--- config.mk ---
export PLATFORM = sky130hd
export DESIGN_NAME = i2c_req_arbiter
export DESIGN_NICKNAME = d
export VERILOG_FILES = /design/src/rtl/i2c_req_arbiter.sv
export SDC_FILE = /design/constraint.sdc
export NUM_CORES = 1
export LEC_CHECK = 0
export ABC_AREA = 1
export ABC_CLOCK_PERIOD_IN_PS = 9100
export CAP_MARGIN = 20
export CORE_MARGIN = 3
export CORE_UTILIZATION = 42
export DETAILED_ROUTE_END_ITERATION = 7
export HOLD_SLACK_MARGIN = 0.12
export PLACE_DENSITY = 0.72
export SLEW_MARGIN = 15
export SYNTH_ARGS = -nofsm -noshare
export SYNTH_HDL_FRONTEND = slang
export SYNTH_SLANG_ARGS = --single-unit
export TNS_END_PERCENT = 100
--- constraint.sdc ---
create_clock -name sys_clk -period 9.1 [get_ports sys_clk]
set_input_delay 1.82 -clock sys_clk [delete_from_list [all_inputs] [get_ports sys_clk]]
set_output_delay 1.82 -clock sys_clk [all_outputs]
set_load 0.03 [all_outputs]
--- src/rtl/i2c_req_arbiter.sv ---
// Two-client arbiter that serialises byte read/write requests onto one I2C byte engine.
// Each transaction is followed by an idle guard window so that EEPROM write cycles can finish.
module i2c_req_arbiter #(
  parameter int unsigned GAP_CNT_MAX = 200_000,
  parameter int unsigned TIMEOUT_MAX = 500_000
) (
  input  logic        sys_clk,
  input  logic        sys_rst,
  // client 0
  input  logic        req0,
  input  logic        wr0,
  input  logic [15:0] addr0,
  input  logic [7:0]  wdata0,
  output logic        ack0,
  output logic        done0,
  output logic [7:0]  rdata0,
  // client 1
  input  logic        req1,
  input  logic        wr1,
  input  logic [15:0] addr1,
  input  logic [7:0]  wdata1,
  output logic        ack1,
  output logic        done1,
  output logic [7:0]  rdata1,
  // status
  output logic        err,
  output logic        busy,
  // byte engine
  output logic        i2c_start,
  output logic        wr_en,
  output logic        rd_en,
  output logic [15:0] byte_addr,
  output logic [7:0]  wr_data,
  input  logic        i2c_end,
  input  logic [7:0]  rd_data
);

  localparam int unsigned GAP_W = $clog2(GAP_CNT_MAX + 1);
  localparam int unsigned TMO_W = $clog2(TIMEOUT_MAX + 1);
  localparam logic [GAP_W-1:0] GAP_LAST = GAP_W'(GAP_CNT_MAX - 1);
  localparam logic [TMO_W-1:0] TMO_LAST = TMO_W'(TIMEOUT_MAX - 1);

  typedef enum logic [1:0] {
    ST_IDLE,
    ST_START,
    ST_WAIT_END,
    ST_GAP
  } state_t;

  state_t           state_q, state_d;
  logic             last_grant_q, last_grant_d;
  logic             owner_q, owner_d;
  logic [GAP_W-1:0] gap_cnt_q, gap_cnt_d;
  logic [TMO_W-1:0] tmo_cnt_q, tmo_cnt_d;

  logic        ack0_d, ack1_d, done0_d, done1_d, err_d, busy_d;
  logic        i2c_start_d, wr_en_d, rd_en_d;
  logic [15:0] byte_addr_d;
  logic [7:0]  wr_data_d, rdata0_d, rdata1_d;

  // Arbitration: on contention the client not granted last wins; a lone requester always wins.
  logic winner;
  logic win_wr;

  always_comb begin
    winner = (req0 && req1) ? ~last_grant_q : req1;
    win_wr = winner ? wr1 : wr0;
  end

  // NOTE: every signal written here gets a default first, so no path leaves one
  // unassigned and no latch is inferred.
  always_comb begin
    state_d      = state_q;
    last_grant_d = last_grant_q;
    owner_d      = owner_q;
    gap_cnt_d    = gap_cnt_q;
    tmo_cnt_d    = tmo_cnt_q;
    ack0_d       = 1'b0;
    ack1_d       = 1'b0;
    done0_d      = 1'b0;
    done1_d      = 1'b0;
    err_d        = 1'b0;
    i2c_start_d  = 1'b0;
    wr_en_d      = wr_en;
    rd_en_d      = rd_en;
    byte_addr_d  = byte_addr;
    wr_data_d    = wr_data;
    rdata0_d     = rdata0;
    rdata1_d     = rdata1;

    unique case (state_q)
      ST_IDLE: begin
        if (req0 || req1) begin
          state_d      = ST_START;
          last_grant_d = winner;
          owner_d      = winner;
          ack0_d       = ~winner;
          ack1_d       = winner;
          byte_addr_d  = winner ? addr1 : addr0;
          wr_data_d    = winner ? wdata1 : wdata0;
          wr_en_d      = win_wr;
          rd_en_d      = ~win_wr;
        end
      end

      ST_START: begin
        state_d     = ST_WAIT_END;
        i2c_start_d = 1'b1;
        tmo_cnt_d   = '0;
      end

      ST_WAIT_END: begin
        // A real end pulse beats a timeout that expires on the same cycle.
        if (i2c_end) begin
          state_d   = ST_GAP;
          gap_cnt_d = '0;
          done0_d   = ~owner_q;
          done1_d   = owner_q;
          wr_en_d   = 1'b0;
          rd_en_d   = 1'b0;
          if (rd_en) begin
            if (owner_q) rdata1_d = rd_data;
            else         rdata0_d = rd_data;
          end
        end else if (tmo_cnt_q == TMO_LAST) begin
          state_d   = ST_GAP;
          gap_cnt_d = '0;
          done0_d   = ~owner_q;
          done1_d   = owner_q;
          err_d     = 1'b1;
          wr_en_d   = 1'b0;
          rd_en_d   = 1'b0;
        end else begin
          tmo_cnt_d = tmo_cnt_q + 1'b1;
        end
      end

      ST_GAP: begin
        if (gap_cnt_q == GAP_LAST) begin
          state_d = ST_IDLE;
        end else begin
          gap_cnt_d = gap_cnt_q + 1'b1;
        end
      end

      default: state_d = ST_IDLE;
    endcase

    busy_d = (state_d != ST_IDLE);
  end

  // NOTE: sequential state uses non-blocking assignments so every register
  // samples pre-edge values regardless of statement order.
  always_ff @(posedge sys_clk or posedge sys_rst) begin
    if (sys_rst) begin
      state_q      <= ST_IDLE;
      last_grant_q <= 1'b1;
      owner_q      <= 1'b0;
      gap_cnt_q    <= '0;
      tmo_cnt_q    <= '0;
      ack0         <= 1'b0;
      ack1         <= 1'b0;
      done0        <= 1'b0;
      done1        <= 1'b0;
      err          <= 1'b0;
      busy         <= 1'b0;
      i2c_start    <= 1'b0;
      wr_en        <= 1'b0;
      rd_en        <= 1'b0;
      byte_addr    <= '0;
      wr_data      <= '0;
      rdata0       <= '0;
      rdata1       <= '0;
    end else begin
      state_q      <= state_d;
      last_grant_q <= last_grant_d;
      owner_q      <= owner_d;
      gap_cnt_q    <= gap_cnt_d;
      tmo_cnt_q    <= tmo_cnt_d;
      ack0         <= ack0_d;
      ack1         <= ack1_d;
      done0        <= done0_d;
      done1        <= done1_d;
      err          <= err_d;
      busy         <= busy_d;
      i2c_start    <= i2c_start_d;
      wr_en        <= wr_en_d;
      rd_en        <= rd_en_d;
      byte_addr    <= byte_addr_d;
      wr_data      <= wr_data_d;
      rdata0       <= rdata0_d;
      rdata1       <= rdata1_d;
    end
  end

endmodule

==> results by group <==
Placement
  – Post-DP HPWL: ~8500 um
  – PortBufs: 111
  – Final Wtd Congestion: between 0.8 and 0.9
  – Pre-CTS setup slack: between 5 and 6 ns
  – Dpl cell area: about 5800 um^2

Global route
  – GRT Overall Usage: 0.1884
  – Vias in the first global route: approximately 4300
  – Largest net degree at the start of global routing: 49
  – Total grt overflow: 0
  – First-pass GRT wire length: between 15000 and 20000 um
  – Initial antenna violation count: 0

Clock tree
  – CTS sink cnt: 90
  – Later-pin clock latency in the skew report: ~0.36 ns
  – Setup Fix Bufs, Post-CTS: 0
  – Clk slew on worst S/H paths: 0.08 ns
  – Bufs on Longest Clock Path: 2
  – TritonCTS buffer count: 9
  – CTS tree: done
  – H-tree levels: 3
  – Resized cells post-CTS: 0
  – Root Buffer Master: clkbuf_8
  – Hold_buf cts: 0

Pwr
  – Peak supply drop: between 200 and 250 uV
  – Power Dens Cells: roughly 280 nW/um^2
  – Power Total: 1.695 mW
  – Leak: around 2.7 nW

STA
  – Min cycle time layout: 3.544 ns
  – Final WS setup: ~5.6 ns
  – Setup TNS: 0 ns
  – Final hold vios: 0
  – RSZ-0062 raised after global routing: false
  – Slew @ Worst Pin: ~0.75 ns
  – Rel. slew slack: 0.4986
  – Period utilization: 0.3895
  – Final Skew: around 0.011 ns
  – Slew Viols, Final: 0
  – Max Freq: ~280 MHz
  – # setup viols final: 0

Route
  – Routed length per placed instance: between 10 and 15 um
  – DRT antenna net count: 0
  – Drc violations: 0
  – DRT Wirelength: roughly 11000 um
  – DRT iter0 DRCs: roughly 140
  – Vias/cell: 5.004
  – Initial DRT Pass Iterations: 5
  – DR vias: around 4200

Yosys
  – Distinct cells, synth: 38
  – Top cell type's share of synthesized area: 0.4829
  – Post-Synthesis Cells: roughly 590
  – Mean Syn Cell Area: about 7.8 um^2
  – Synth warn: 0
  – Synthesized area: around 4600 um^2
  – Yosys reg bits: 90
  – Biggest area consumer among synthesized cells: dfrtp_1
  – Syn_nets: between 600 and 700
  – Top cells by area, synth: dfrtp_1 48%, nand2_1 15%, nor2_1 6.8%, o21ai_0 5.1%, nand3_1 3.9%
  – Register area share after synthesis: 0.4886

Finish
  – Ant diodes: 0
  – Fin area: 6006 um^2
  – Layout cells sized above 1: 0.06223
  – Final nets: 767
  – Most frequent cells in the layout: 181 x nand2_1, 111 x clkdlybuf4s50_1, 89 x dfrtp_1, 84 x nor2_1, 47 x o21ai_0
  – Layout area overhead: 30.22%
  – Number of fill cells in the layout: a little over 900
  – Most common cell after layout, fill and taps aside: nand2_1

Worst setup path
  – End of the worst register-to-register path: byte_addr[10]
  – Reg2reg start: last_grant_q
  – Slowest CP cell: inv_1
  – CP max FO: 16
  – R2R Setup Slk: 7.01 ns
  – Worst path required time: between 9 and 10 ns
  – CP Buf/Inv Count: 2
  – Worst EP arrival: between 3 and 4 ns
  – Setup CP Type: in2reg
  – Critical Path Start Type: input pin
  – Most frequent CP cell: nand2_1
  – Worst path top cell family by delay: buffers and inverters
  – CP peak stage delay: about 0.44 ns
  – Critical Path End Type: flip-flop
  – CP Cell Sequence: clkdlybuf4s50_1 > nand2_1 > nand2_1 > inv_1 > nand2_1 > o22ai_1 > nor2_1
  – Reg2Reg Depth: 6

Run status
  – Status: finished, final reports clean

Floorplanning
  – Die H: 110.8 um
  – Starting Density: 0.4389
  – Chip width: roughly 110 um
  – Row cnt: 37
  – Core area: around 11000 um^2
  – I/O pins: ~110
  – DIE AREA: 12270 um^2

Flow run
  – Max Cap Viol: 0

Worst hold path
  – Cell count of the worst hold path: 1
  – Type of the most critical hold path: reg2reg
  – WHS Endpoint: done0
  – Min-delay src: owner_q
==> through the flow <==
step | hold WS (ns) | util | cells
detailed placement | 0.4452 | 0.5539 | 827
finish | 0.4528 | 0.5715 | 843
CTS | 0.4496 | 0.5715 | 843
floorplan | 0.4231 | - | 591
global route | 0.4635 | 0.5715 | 843
global placement | 0.4358 | 0.5539 | 827
==> cell usage after synthesis, drive strengths merged <==
master  instances
a21oi           2
and2            2
buf             8
clkbuf          5
clkinv          2
dfrtp          89
dfstp           1
ha              2
inv            52
nand2         188
nand3          37
nand3b          3
nand4           7
nor2           90
nor3           10
nor3b           1
o21ai          61
o21bai          1
o22ai          13
or2             2
xnor2           6
xor2            9
==> worst register-to-register path: stages (launching register included) <==
cell	delay, ns
dfstp_2	0.55
nand2_1	0.05
nand2_1	0.40
inv_1	0.34
nand2_1	0.45
o22ai_1	0.14
nor2_1	0.09
==> power by group <==
group / switching, mW / internal [mW]
clock network: 0.149 / 0.109
logic: 0.496 / 0.298
registers: 0.108 / 0.536
total: 0.752 / 0.943
==> flip-flops by register name (all words and copies together), names as in the netlist <==
name,flops
ack1,1
rd_en,1
wr_data,8
byte_addr,16
tmo_cnt_q,19
gap_cnt_q,18
err,1
rdata0,8
i2c_start,1
wr_en,1
last_grant_q,1
done0,1
rdata1,8
owner_q,1
busy,1
state_q,2
ack0,1
done1,1
==> logic make-up after synthesis <==
| family | count (synthesis) | share of synthesized area |
|---|---|---|
| and+or+nand+nor | 340 | 0.3228 |
| DFF | 90 | 0.4886 |
| AOI/OAI and AO/OA | 77 | 0.09089 |
| buffers and inverters | 67 | 0.06375 |
| xor gates and xnor gates | 15 | 0.02849 |
| adders and majority gates | 2 | 0.005425 |
==> cell type report <==
cell class / count / area (um^2) / share of cell area
flip-flops and latches: 90 / 2253 / 0.3752
multi-input cells: 434 / 2064 / 0.3438
repair buffers: 113 / 1126 / 0.1875
inverters: 54 / 206.4 / 0.03438
well taps: 136 / 170.2 / 0.02833
clock buffers: 10 / 137.6 / 0.02292
clock inverters: 6 / 47.55 / 0.007917
==> worst max-delay path by stage <==
stage	start	to	slack, ns	cells after the start
detailed placement	req0	byte_addr[10]	5.14	7
global route	req0	byte_addr[13]	5.33	7
CTS	req0	byte_addr[10]	5.52	7
floorplan	sys_rst	ack0	4.95	1
finish	req0	byte_addr[10]	5.56	7
global placement	req0	byte_addr[13]	5.24	7
==> routing by layer <==
metal	global-route usage	vias up	wire, um
li1	-	2108	-
met1	0.2244	1966	4674
met2	0.3119	131	5290
met3	0.08188	13	1204
met4	0.05090	0	153
met5	0	-	0
No activity file was read; power rests on OpenSTA's default activity.
